File: config.mk
export PLATFORM = sky130hd
export DESIGN_NAME = dmem_arbiter
export DESIGN_NICKNAME = d
export VERILOG_FILES = /design/src/rtl/dmem_arb_pkg.sv /design/src/rtl/dmem_lane_align.sv /design/src/rtl/dmem_arbiter.sv
export SDC_FILE = /design/constraint.sdc
export NUM_CORES = 1
export LEC_CHECK = 0
export CAP_MARGIN = 20
export CELL_PAD_IN_SITES_DETAIL_PLACEMENT = 1
export CELL_PAD_IN_SITES_GLOBAL_PLACEMENT = 2
export CORE_MARGIN = 4
export CORE_UTILIZATION = 22
export DETAILED_ROUTE_END_ITERATION = 8
export PLACE_DENSITY_LB_ADDON = 0.1
export SKIP_CTS_REPAIR_TIMING = 1
export SLEW_MARGIN = 25
export SYNTH_ARGS = -nofsm -noshare
export SYNTH_HDL_FRONTEND = slang
export SYNTH_HIERARCHICAL = 1
export SYNTH_SLANG_ARGS = --single-unit
File: constraint.sdc
create_clock -name clk -period 6.39 [get_ports clk]
set_clock_uncertainty 0.15 [all_clocks]
set_input_delay 1.917 -clock clk [delete_from_list [all_inputs] [get_ports clk]]
set_output_delay 1.917 -clock clk [all_outputs]
set_load 0.02 [all_outputs]
File: src/rtl/dmem_arb_pkg.sv
// Shared types and constants for the data-memory arbiter.
// Optional ISSUE timeout is enabled with the DMEM_ARB_TIMEOUT_EN macro.
package dmem_arb_pkg;

  localparam int DW = 32;

  typedef enum logic [1:0] {
    IDLE  = 2'd0,
    ISSUE = 2'd1,
    RESP  = 2'd2,
    ERR   = 2'd3
  } state_t;

  localparam logic [2:0] F3_LB  = 3'b000;
  localparam logic [2:0] F3_LH  = 3'b001;
  localparam logic [2:0] F3_LW  = 3'b010;
  localparam logic [2:0] F3_LBU = 3'b100;
  localparam logic [2:0] F3_LHU = 3'b101;

  typedef struct packed {
    logic          we;
    logic [2:0]    funct3;
    logic [DW-1:0] addr;
    logic [DW-1:0] wdata;
  } req_t;

endpackage

File: src/rtl/dmem_lane_align.sv
// Byte-lane logic for a 32-bit word: byte enables, store-data shift,
// alignment check and load-data extraction/extension.
module dmem_lane_align
  import dmem_arb_pkg::*;
(
  input  logic [2:0]    i_funct3,
  input  logic [1:0]    i_addr_lo,
  input  logic [DW-1:0] i_wdata,
  input  logic [DW-1:0] i_rdata,
  output logic [3:0]    o_be,
  output logic [DW-1:0] o_wdata,
  output logic          o_misalign,
  output logic [DW-1:0] o_rdata
);

  logic [DW-1:0] w_rd_sh;

  assign w_rd_sh = i_rdata >> {i_addr_lo, 3'b000};
  assign o_wdata = i_wdata << {i_addr_lo, 3'b000};

  // Stores reuse the size encoding of the matching loads (SB=LB, SH=LH, SW=LW).
  always_comb begin
    o_be       = 4'b0000;
    o_misalign = 1'b0;
    o_rdata    = '0;
    case (i_funct3)
      F3_LB: begin
        o_be    = 4'b0001 << i_addr_lo;
        o_rdata = {{24{w_rd_sh[7]}}, w_rd_sh[7:0]};
      end
      F3_LBU: begin
        o_be    = 4'b0001 << i_addr_lo;
        o_rdata = {24'd0, w_rd_sh[7:0]};
      end
      F3_LH: begin
        o_be       = 4'b0011 << i_addr_lo;
        o_misalign = i_addr_lo[0];
        o_rdata    = {{16{w_rd_sh[15]}}, w_rd_sh[15:0]};
      end
      F3_LHU: begin
        o_be       = 4'b0011 << i_addr_lo;
        o_misalign = i_addr_lo[0];
        o_rdata    = {16'd0, w_rd_sh[15:0]};
      end
      F3_LW: begin
        o_be       = 4'b1111;
        o_misalign = (i_addr_lo != 2'b00);
        o_rdata    = i_rdata;
      end
      default: begin
        o_misalign = 1'b1;
      end
    endcase
  end

endmodule

File: src/rtl/dmem_arbiter.sv
// Round-robin arbiter sharing a single-port data memory between a core port (C)
// and a loader port (L). Define DMEM_ARB_TIMEOUT_EN to abort stalled accesses.
module dmem_arbiter
  import dmem_arb_pkg::*;
#(
  parameter int WIDTH   = 32,
  parameter int TIMEOUT = 16
) (
  input  logic             clk,
  input  logic             rst,
  input  logic             c_valid,
  input  logic             c_we,
  input  logic [2:0]       c_funct3,
  input  logic [WIDTH-1:0] c_addr,
  input  logic [WIDTH-1:0] c_wdata,
  output logic             c_ack,
  output logic [WIDTH-1:0] c_rdata,
  output logic             c_err,
  input  logic             l_valid,
  input  logic             l_we,
  input  logic [2:0]       l_funct3,
  input  logic [WIDTH-1:0] l_addr,
  input  logic [WIDTH-1:0] l_wdata,
  output logic             l_ack,
  output logic [WIDTH-1:0] l_rdata,
  output logic             l_err,
  output logic             mem_req,
  output logic             mem_we,
  output logic [WIDTH-1:0] mem_addr,
  output logic [3:0]       mem_be,
  output logic [WIDTH-1:0] mem_wdata,
  input  logic [WIDTH-1:0] mem_rdata,
  input  logic             mem_ack,
  output logic             busy,
  output logic             grant_id,
  output logic [1:0]       o_dbg_state
);

  // Handshake: a requester raises valid with stable fields and holds them until
  // its one-cycle ack; valid still high in the cycle after ack is a new request.
  // Memory side: mem_req is held with stable fields until mem_ack is seen.

  if (WIDTH != DW || TIMEOUT < 1) begin : g_cfg_check
    $error("dmem_arbiter: WIDTH must be 32 and TIMEOUT at least 1");
  end

  state_t        r_state;
  state_t        w_state_next;
  req_t          r_req;
  req_t          w_in_req;
  logic          r_grant;
  logic          r_last_grant;
  logic          r_err_phase;
  logic [DW-1:0] r_rdata;

  logic          w_any;
  logic          w_pick_l;
  logic [2:0]    w_al_funct3;
  logic [1:0]    w_al_addr;
  logic [DW-1:0] w_al_wdata;
  logic [3:0]    w_be;
  logic [DW-1:0] w_wdata_sh;
  logic [DW-1:0] w_rdata_ext;
  logic          w_misalign;
  logic          w_resp_ack;
  logic          w_err_ack;
  logic [DW-1:0] w_load;

  assign w_any    = c_valid | l_valid;
  assign w_pick_l = l_valid & (~c_valid | ~r_last_grant);

  always_comb begin
    w_in_req.we     = w_pick_l ? l_we     : c_we;
    w_in_req.funct3 = w_pick_l ? l_funct3 : c_funct3;
    w_in_req.addr   = w_pick_l ? l_addr   : c_addr;
    w_in_req.wdata  = w_pick_l ? l_wdata  : c_wdata;
  end

  // In IDLE the lane logic checks the incoming request; afterwards it serves
  // the registered one.
  assign w_al_funct3 = (r_state == IDLE) ? w_in_req.funct3    : r_req.funct3;
  assign w_al_addr   = (r_state == IDLE) ? w_in_req.addr[1:0] : r_req.addr[1:0];
  assign w_al_wdata  = (r_state == IDLE) ? w_in_req.wdata     : r_req.wdata;

  dmem_lane_align u_lane (
    .i_funct3   (w_al_funct3),
    .i_addr_lo  (w_al_addr),
    .i_wdata    (w_al_wdata),
    .i_rdata    (r_rdata),
    .o_be       (w_be),
    .o_wdata    (w_wdata_sh),
    .o_misalign (w_misalign),
    .o_rdata    (w_rdata_ext)
  );

`ifdef DMEM_ARB_TIMEOUT_EN
  localparam int TW = $clog2(TIMEOUT + 1);
  localparam logic [TW-1:0] TMO_LAST = TW'(TIMEOUT - 1);

  logic [TW-1:0] r_tmo_cnt;
  logic          w_tmo_hit;

  assign w_tmo_hit = (r_tmo_cnt == TMO_LAST);

  always_ff @(posedge clk) begin
    if (rst) begin
      r_tmo_cnt <= '0;
    end else if (r_state != ISSUE) begin
      r_tmo_cnt <= '0;
    end else if (!mem_ack) begin
      r_tmo_cnt <= r_tmo_cnt + TW'(1);
    end
  end
`else
  logic w_tmo_hit;
  assign w_tmo_hit = 1'b0;
`endif

  // ERR spends one settle cycle before acking so that error acks arrive with
  // the same two-cycle latency as the fastest memory access.
  always_comb begin
    w_state_next = r_state;
    case (r_state)
      IDLE:    if (w_any) w_state_next = w_misalign ? ERR : ISSUE;
      ISSUE: begin
        if (mem_ack)        w_state_next = RESP;
        else if (w_tmo_hit) w_state_next = ERR;
      end
      RESP:    w_state_next = IDLE;
      ERR:     if (r_err_phase) w_state_next = IDLE;
      default: w_state_next = IDLE;
    endcase
  end

  always_ff @(posedge clk) begin
    if (rst) begin
      r_state      <= IDLE;
      r_req        <= '0;
      r_grant      <= 1'b0;
      r_last_grant <= 1'b1;
      r_err_phase  <= 1'b0;
      r_rdata      <= '0;
    end else begin
      r_state     <= w_state_next;
      r_err_phase <= (r_state == ERR) && !r_err_phase;
      if (r_state == IDLE && w_any) begin
        r_req        <= w_in_req;
        r_grant      <= w_pick_l;
        r_last_grant <= w_pick_l;
      end
      if (r_state == ISSUE && mem_ack) begin
        r_rdata <= mem_rdata;
      end
    end
  end

  assign w_resp_ack = (r_state == RESP);
  assign w_err_ack  = (r_state == ERR) && r_err_phase;
  assign w_load     = (w_resp_ack && !r_req.we) ? w_rdata_ext : '0;

  assign c_ack   = (w_resp_ack | w_err_ack) & ~r_grant;
  assign l_ack   = (w_resp_ack | w_err_ack) &  r_grant;
  assign c_err   = w_err_ack & ~r_grant;
  assign l_err   = w_err_ack &  r_grant;
  assign c_rdata = r_grant ? '0 : w_load;
  assign l_rdata = r_grant ? w_load : '0;

  assign mem_req   = (r_state == ISSUE);
  assign mem_we    = mem_req & r_req.we;
  assign mem_addr  = mem_req ? {r_req.addr[WIDTH-1:2], 2'b00} : '0;
  assign mem_be    = mem_req ? w_be : 4'b0000;
  assign mem_wdata = (mem_req && r_req.we) ? w_wdata_sh : '0;

  assign busy        = (r_state != IDLE);
  assign grant_id    = r_grant;
  assign o_dbg_state = r_state;

endmodule

### Yosys cells after proc, flatten, opt, wreduce, memory -nomap -nowiden

Cells that the tools add are included.

* register bits: 105
* bits in latches: 0
* memory bits (writable): 0
* bits in read-only memories: 0
* input port bits: 173
* output and inout bits: 142
* word-level logic and storage cells: 71
* memories: 0

* add/subtract/negate cells: 0
* multiply operators: 0
* div/mod/pow operators: 0
* $lt $le $gt $ge: 0
* equal/unequal tests: 10
* shift operators: 4
* multiplexer cells: 21
* bitwise logic cells: 12
* reduce and logical (&&, ||, !) cells: 15

Operators by type and width (number)
* 2-to-1 mux 32 bit: 8
* one-hot mux 32 bit (5 select lines): 1
* << shifter 32 x 5 -> 32 bit: 1
* >> shifter 32 x 5 -> 16 bit: 1
* one-hot mux 4 bit (3 select lines): 1
* 2-to-1 mux 2 bit: 5
* one-hot mux 2 bit (4 select lines): 1
* bitwise AND 1 bit: 6
* == test 3 bit (second input constant): 2
* logical AND 1 bit: 6
* 2-to-1 mux 3 bit: 2
* == test 2 bit (second input constant): 2
* 2-to-1 mux 4 bit: 1
* != test 2 bit (second input constant): 2
* nonzero test 2 bit: 2
* OR reduction 2 bit: 2
* << shifter 1 x 2 -> 4 bit (first input constant): 1
* << shifter 2 x 2 -> 4 bit (first input constant): 1
* == test 3 x 1 -> 1 bit (second input constant): 1
* == test 3 x 2 -> 1 bit (second input constant): 1
* logical NOT 3 bit: 1
* inverter 1 bit: 3
* OR 1 bit: 3
* one-hot mux 1 bit (3 select lines): 1
* other kinds (6): 7

### Longest topological paths before layout

* depth in word-level cells: 11
* gate-level depth with buffers: 13
* gate-level depth less buffers: 8

### Cells and area by module

Netlist, hierarchy kept.

Modules (own cells, without submodules)
* dmem_arbiter: instances 1, cells each 801, area each 5775.5 µm², seq. area each 2102.0 µm²
* dmem_lane_align: instances 1, cells each 196, area each 1308.8 µm², seq. area each 0.0 µm²

### Worst setup path before layout

OpenSTA, ideal clock, no wires.

* path kind: input to output
* from: input port l_valid
* to: output port c_rdata[16]
* arrival: 4.076 ns
* required time: 4.323 ns
* setup slack: 0.247 ns
* cell stages on the path: 12
* cell sequence: a21bo_1 -> buf_2 -> buf_2 -> nand2_1 -> a31oi_1 -> buf_4 -> mux2i_1 -> nor3_2 -> a211oi_4 -> buf_6 -> a21oi_1 -> and2_1

* word-level cells in the longest chain between the ends: 7
* elaborated cells between the ends (all ways): 14

Ends and longest elaborated chain
* start: declaration: RTL line dmem_arbiter.sv:19 `input logic l_valid,`
* bitwise AND 1 bit: RTL line dmem_arbiter.sv:70 `assign w_pick_l = l_valid & (~c_valid | ~r_last_grant);`
* 2-to-1 mux 32 bit: RTL line dmem_arbiter.sv:75 `w_in_req.addr = w_pick_l ? l_addr : c_addr;`
* 2-to-1 mux 2 bit: RTL line dmem_arbiter.sv:82 `assign w_al_addr = (r_state == IDLE) ? w_in_req.addr[1:0] : r_req.addr[1:0];`
* net w_al_addr[0]: RTL line dmem_arbiter.sv:59 `logic [1:0] w_al_addr;`
* >> shifter 32 x 5 -> 16 bit: RTL line dmem_lane_align.sv:18 `assign w_rd_sh = i_rdata >> {i_addr_lo, 3'b000};`
* one-hot mux 32 bit (5 select lines): RTL line dmem_lane_align.sv:26 `case (i_funct3)`
* net w_rdata_ext[16]: RTL line dmem_arbiter.sv:63 `logic [DW-1:0] w_rdata_ext;`
* 2-to-1 mux 32 bit: RTL line dmem_arbiter.sv:159 `assign w_load = (w_resp_ack && !r_req.we) ? w_rdata_ext : '0;`
* 2-to-1 mux 32 bit: RTL line dmem_arbiter.sv:165 `assign c_rdata = r_grant ? '0 : w_load;`
* end: declaration: RTL line dmem_arbiter.sv:17 `output logic [WIDTH-1:0] c_rdata,`

The timed path passes the listed nets, and every way through them passes these cells.

### Final worst setup path

* from: input port l_valid
* to: output port c_rdata[12]

Same word-level chain as after synthesis.

==> results.yml <==
logic_synthesis:
  synth.cells.most_frequent: "nand2_1, a21oi_1, and2_1"
  synth_area_per_cell_sq_um: 7.11
  yosysUniqueCellTypes: 45
  synth_flop_cell: "dfxtp_1"
  syn_area_sq_mm: 0.00708
  synth_seq_area_share: 0.297
  yosys.area.top_type_share: 0.297
  ys_warn_count: 6
  yosys-top-cells-area: "dfxtp_1, nand2_1, and2_1"
  postSynthCellCount: 997
  synth_area_leader_cell: "dfxtp_1"
  synth_seq_cells: 105
  yosys.cell_count.top_type: "nand2_1"
  ys_async_sr_fraction: 0
  synth-edff-count: 0
route:
  viasPerCell: 4.82
  drt_iter0_markers: 323
  wl_mm: 33.7
  dr.pass1.iters: 4
  avgRoutedWirePerCell_um: 19.5
  drc: 0
  vias: 8326
  ant_nets: 0
timing:
  finalHoldViolations: 0
  worst_slew_pin_slew_ps: 926
  final_max_slew_viol_count: 0
  fin_tns_setup_ps: 0
  final.min_clock_period_ps: 6320
  max_freq_ghz: 0.158
  fin_crit_sh: 0.989
  setup_viol: 0
  relSlewSlack: 0.381
final_layout:
  area_growth_pct: 62.6
  nets: 1489
  final_cells: 1726
  layout-drive-gt1-share: 0.147
critical_path:
  max_stage_delay_ps: 300
  crit_fanout: 7
  cp.required_ps: 4320
  cp_cell_sequence: "clkbuf_2, a21boi_4, nand2_2, a31oi_4, buf_6, mux2i_4, o22a_1, buf_4, nor3_4, buf_4, a221o_1, and2_1, dlymetal6s2s_1"
  crit_path_start_kind: "input port"
  worst_setup_path_end_kind: "primary output"
  critPathKind: "in2out"
  arrival_ps: 4250
  cpMostUsedCell: "buf_4"
  cp_slowest_cell: "a21boi_4"
hold_path:
  hold_path_class: "reg2reg"
power_and_ir_drop:
  ir_drop_v: 0.000172
  power_leakage_nw: 5.56
  p_per_area_mw_per_mm2: 314
floorplan:
  dieArea_sq_mm: 0.0351
  core_sq_mm: 0.0316
  die_w_um: 187
  core.rowCount: 65
  die_h_um: 187
  pin_count: 315
  start_util: 0.224
global_route:
  grt-ovfl-total: 0
  grt_usage: 0.181
  antenna_found_initial: 5
  grt_pass1_vias: 8281
  grt_start_max_net_pins: 72
  grt_pass1_wl_mm: 50.7
placed_design:
  dp_hpwl_mm: 24.6
  dpl.cell_count: 1695
  routabilityCongestion: 0.797
  io_buffers: 312
cts:
  insertion_delay_ps: 360
  numCtsBuffers: 9
  clock_path_buffers: 2
  h-tree-depth: 3
  cts_root_buf: "clkbuf_16"
  cts.clk_slew.worst_paths_ps: 80
  clock_sinks: 105
  cts_tree: "yes"
run:
  cap_viol_max_count: 0
status:
  status: "completed"
flip-flops by register name, indices dropped and copies added (netlist names):
name / count
o_dbg_state: 2
r_rdata: 32
grant_id: 1
r_req: 68
r_last_grant: 1
r_err_phase: 1
layout by cell type, fill, tap and decap left out, types with 4 or more instances in the layout:
cell type / count
nand2_1: 229
clkdlybuf4s50_1: 216
a21oi_1: 126
and2_1: 107
dfxtp_1: 105
buf_4: 95
a311oi_1: 68
dlymetal6s2s_1: 61
nor2_1: 54
a31oi_1: 33
and3_1: 32
clkbuf_2: 28
nor2b_1: 14
mux2i_1: 14
o21ai_0: 14
clkbuf_16: 11
a22oi_1: 8
a22o_1: 8
a211oi_1: 8
buf_12: 7
a221o_1: 7
mux2_2: 7
nor3_2: 4
buf_6: 4
o2bb2ai_1: 4
mux2i_2: 4
critical path: cells and delay by family:
kind / cells / cell delay [ps]
AOI/OAI and AO/OA: 4 / 1050
muxes: 1 / 220
buffers and inverters: 5 / 740
and+or+nand+nor: 3 / 290
kinds of logic after synthesis:
| family | share of synthesized area |
|---|---|
| other cells | 0.000529 |
| flops | 0.297 |
| mux | 0.0380 |
| compound gates | 0.277 |
| buf+inv | 0.0770 |
| simple gates | 0.311 |
area by class of cell:
cell class | count | area, sq um
Antenna cell | 3 | 7.51
Clock buffer | 10 | 229
Clock inverter | 6 | 61.3
Fill cell | 3778 | 20100
Inverter | 2 | 7.51
Multi-Input combinational cell | 783 | 4580
Sequential cell | 105 | 2100
Tap cell | 402 | 503
Timing Repair Buffer | 415 | 4030
metal layers:
layer | GRT usage | wire [um] | vias up
li1 | - | - | 4142
met1 | 0.230 | 15300 | 3947
met2 | 0.318 | 16500 | 208
met3 | 0.0338 | 1480 | 25
met4 | 0.0426 | 518 | 4
met5 | 0 | 21 | -
power by group:
group	internal, mW	switching [mW]
Combinational	0.952	1.21
Clock	0.276	0.294
Sequential	0.791	0.0946
stage by stage:
step | hold slack [ps] | util | instance area (sq um) | power (mW) | worst slack (ps)
floorplan | 287 | - | 7090 | 2.11 | 247
global placement | 300 | 0.347 | 11000 | 2.96 | -582
detailed placement | 307 | 0.348 | 11000 | 2.98 | -610
CTS | 321 | 0.357 | 11300 | 3.58 | -617
global route | 351 | 0.364 | 11500 | 3.91 | -37.7
finish | 319 | 0.364 | 11500 | 3.62 | 71.3
worst paths after layout:
kind | startpoint | to | slack (ps) | cells past startpoint
min | r_rdata[3] | r_rdata[3] | 320 | 2
max | l_valid | c_rdata[12] | 70 | 13
max reg2reg | o_dbg_state[1] | r_req[42] | 3280 | 6
min reg2reg | r_rdata[3] | r_rdata[3] | 320 | 2
Note: power is estimated with default switching activity, not from simulation.
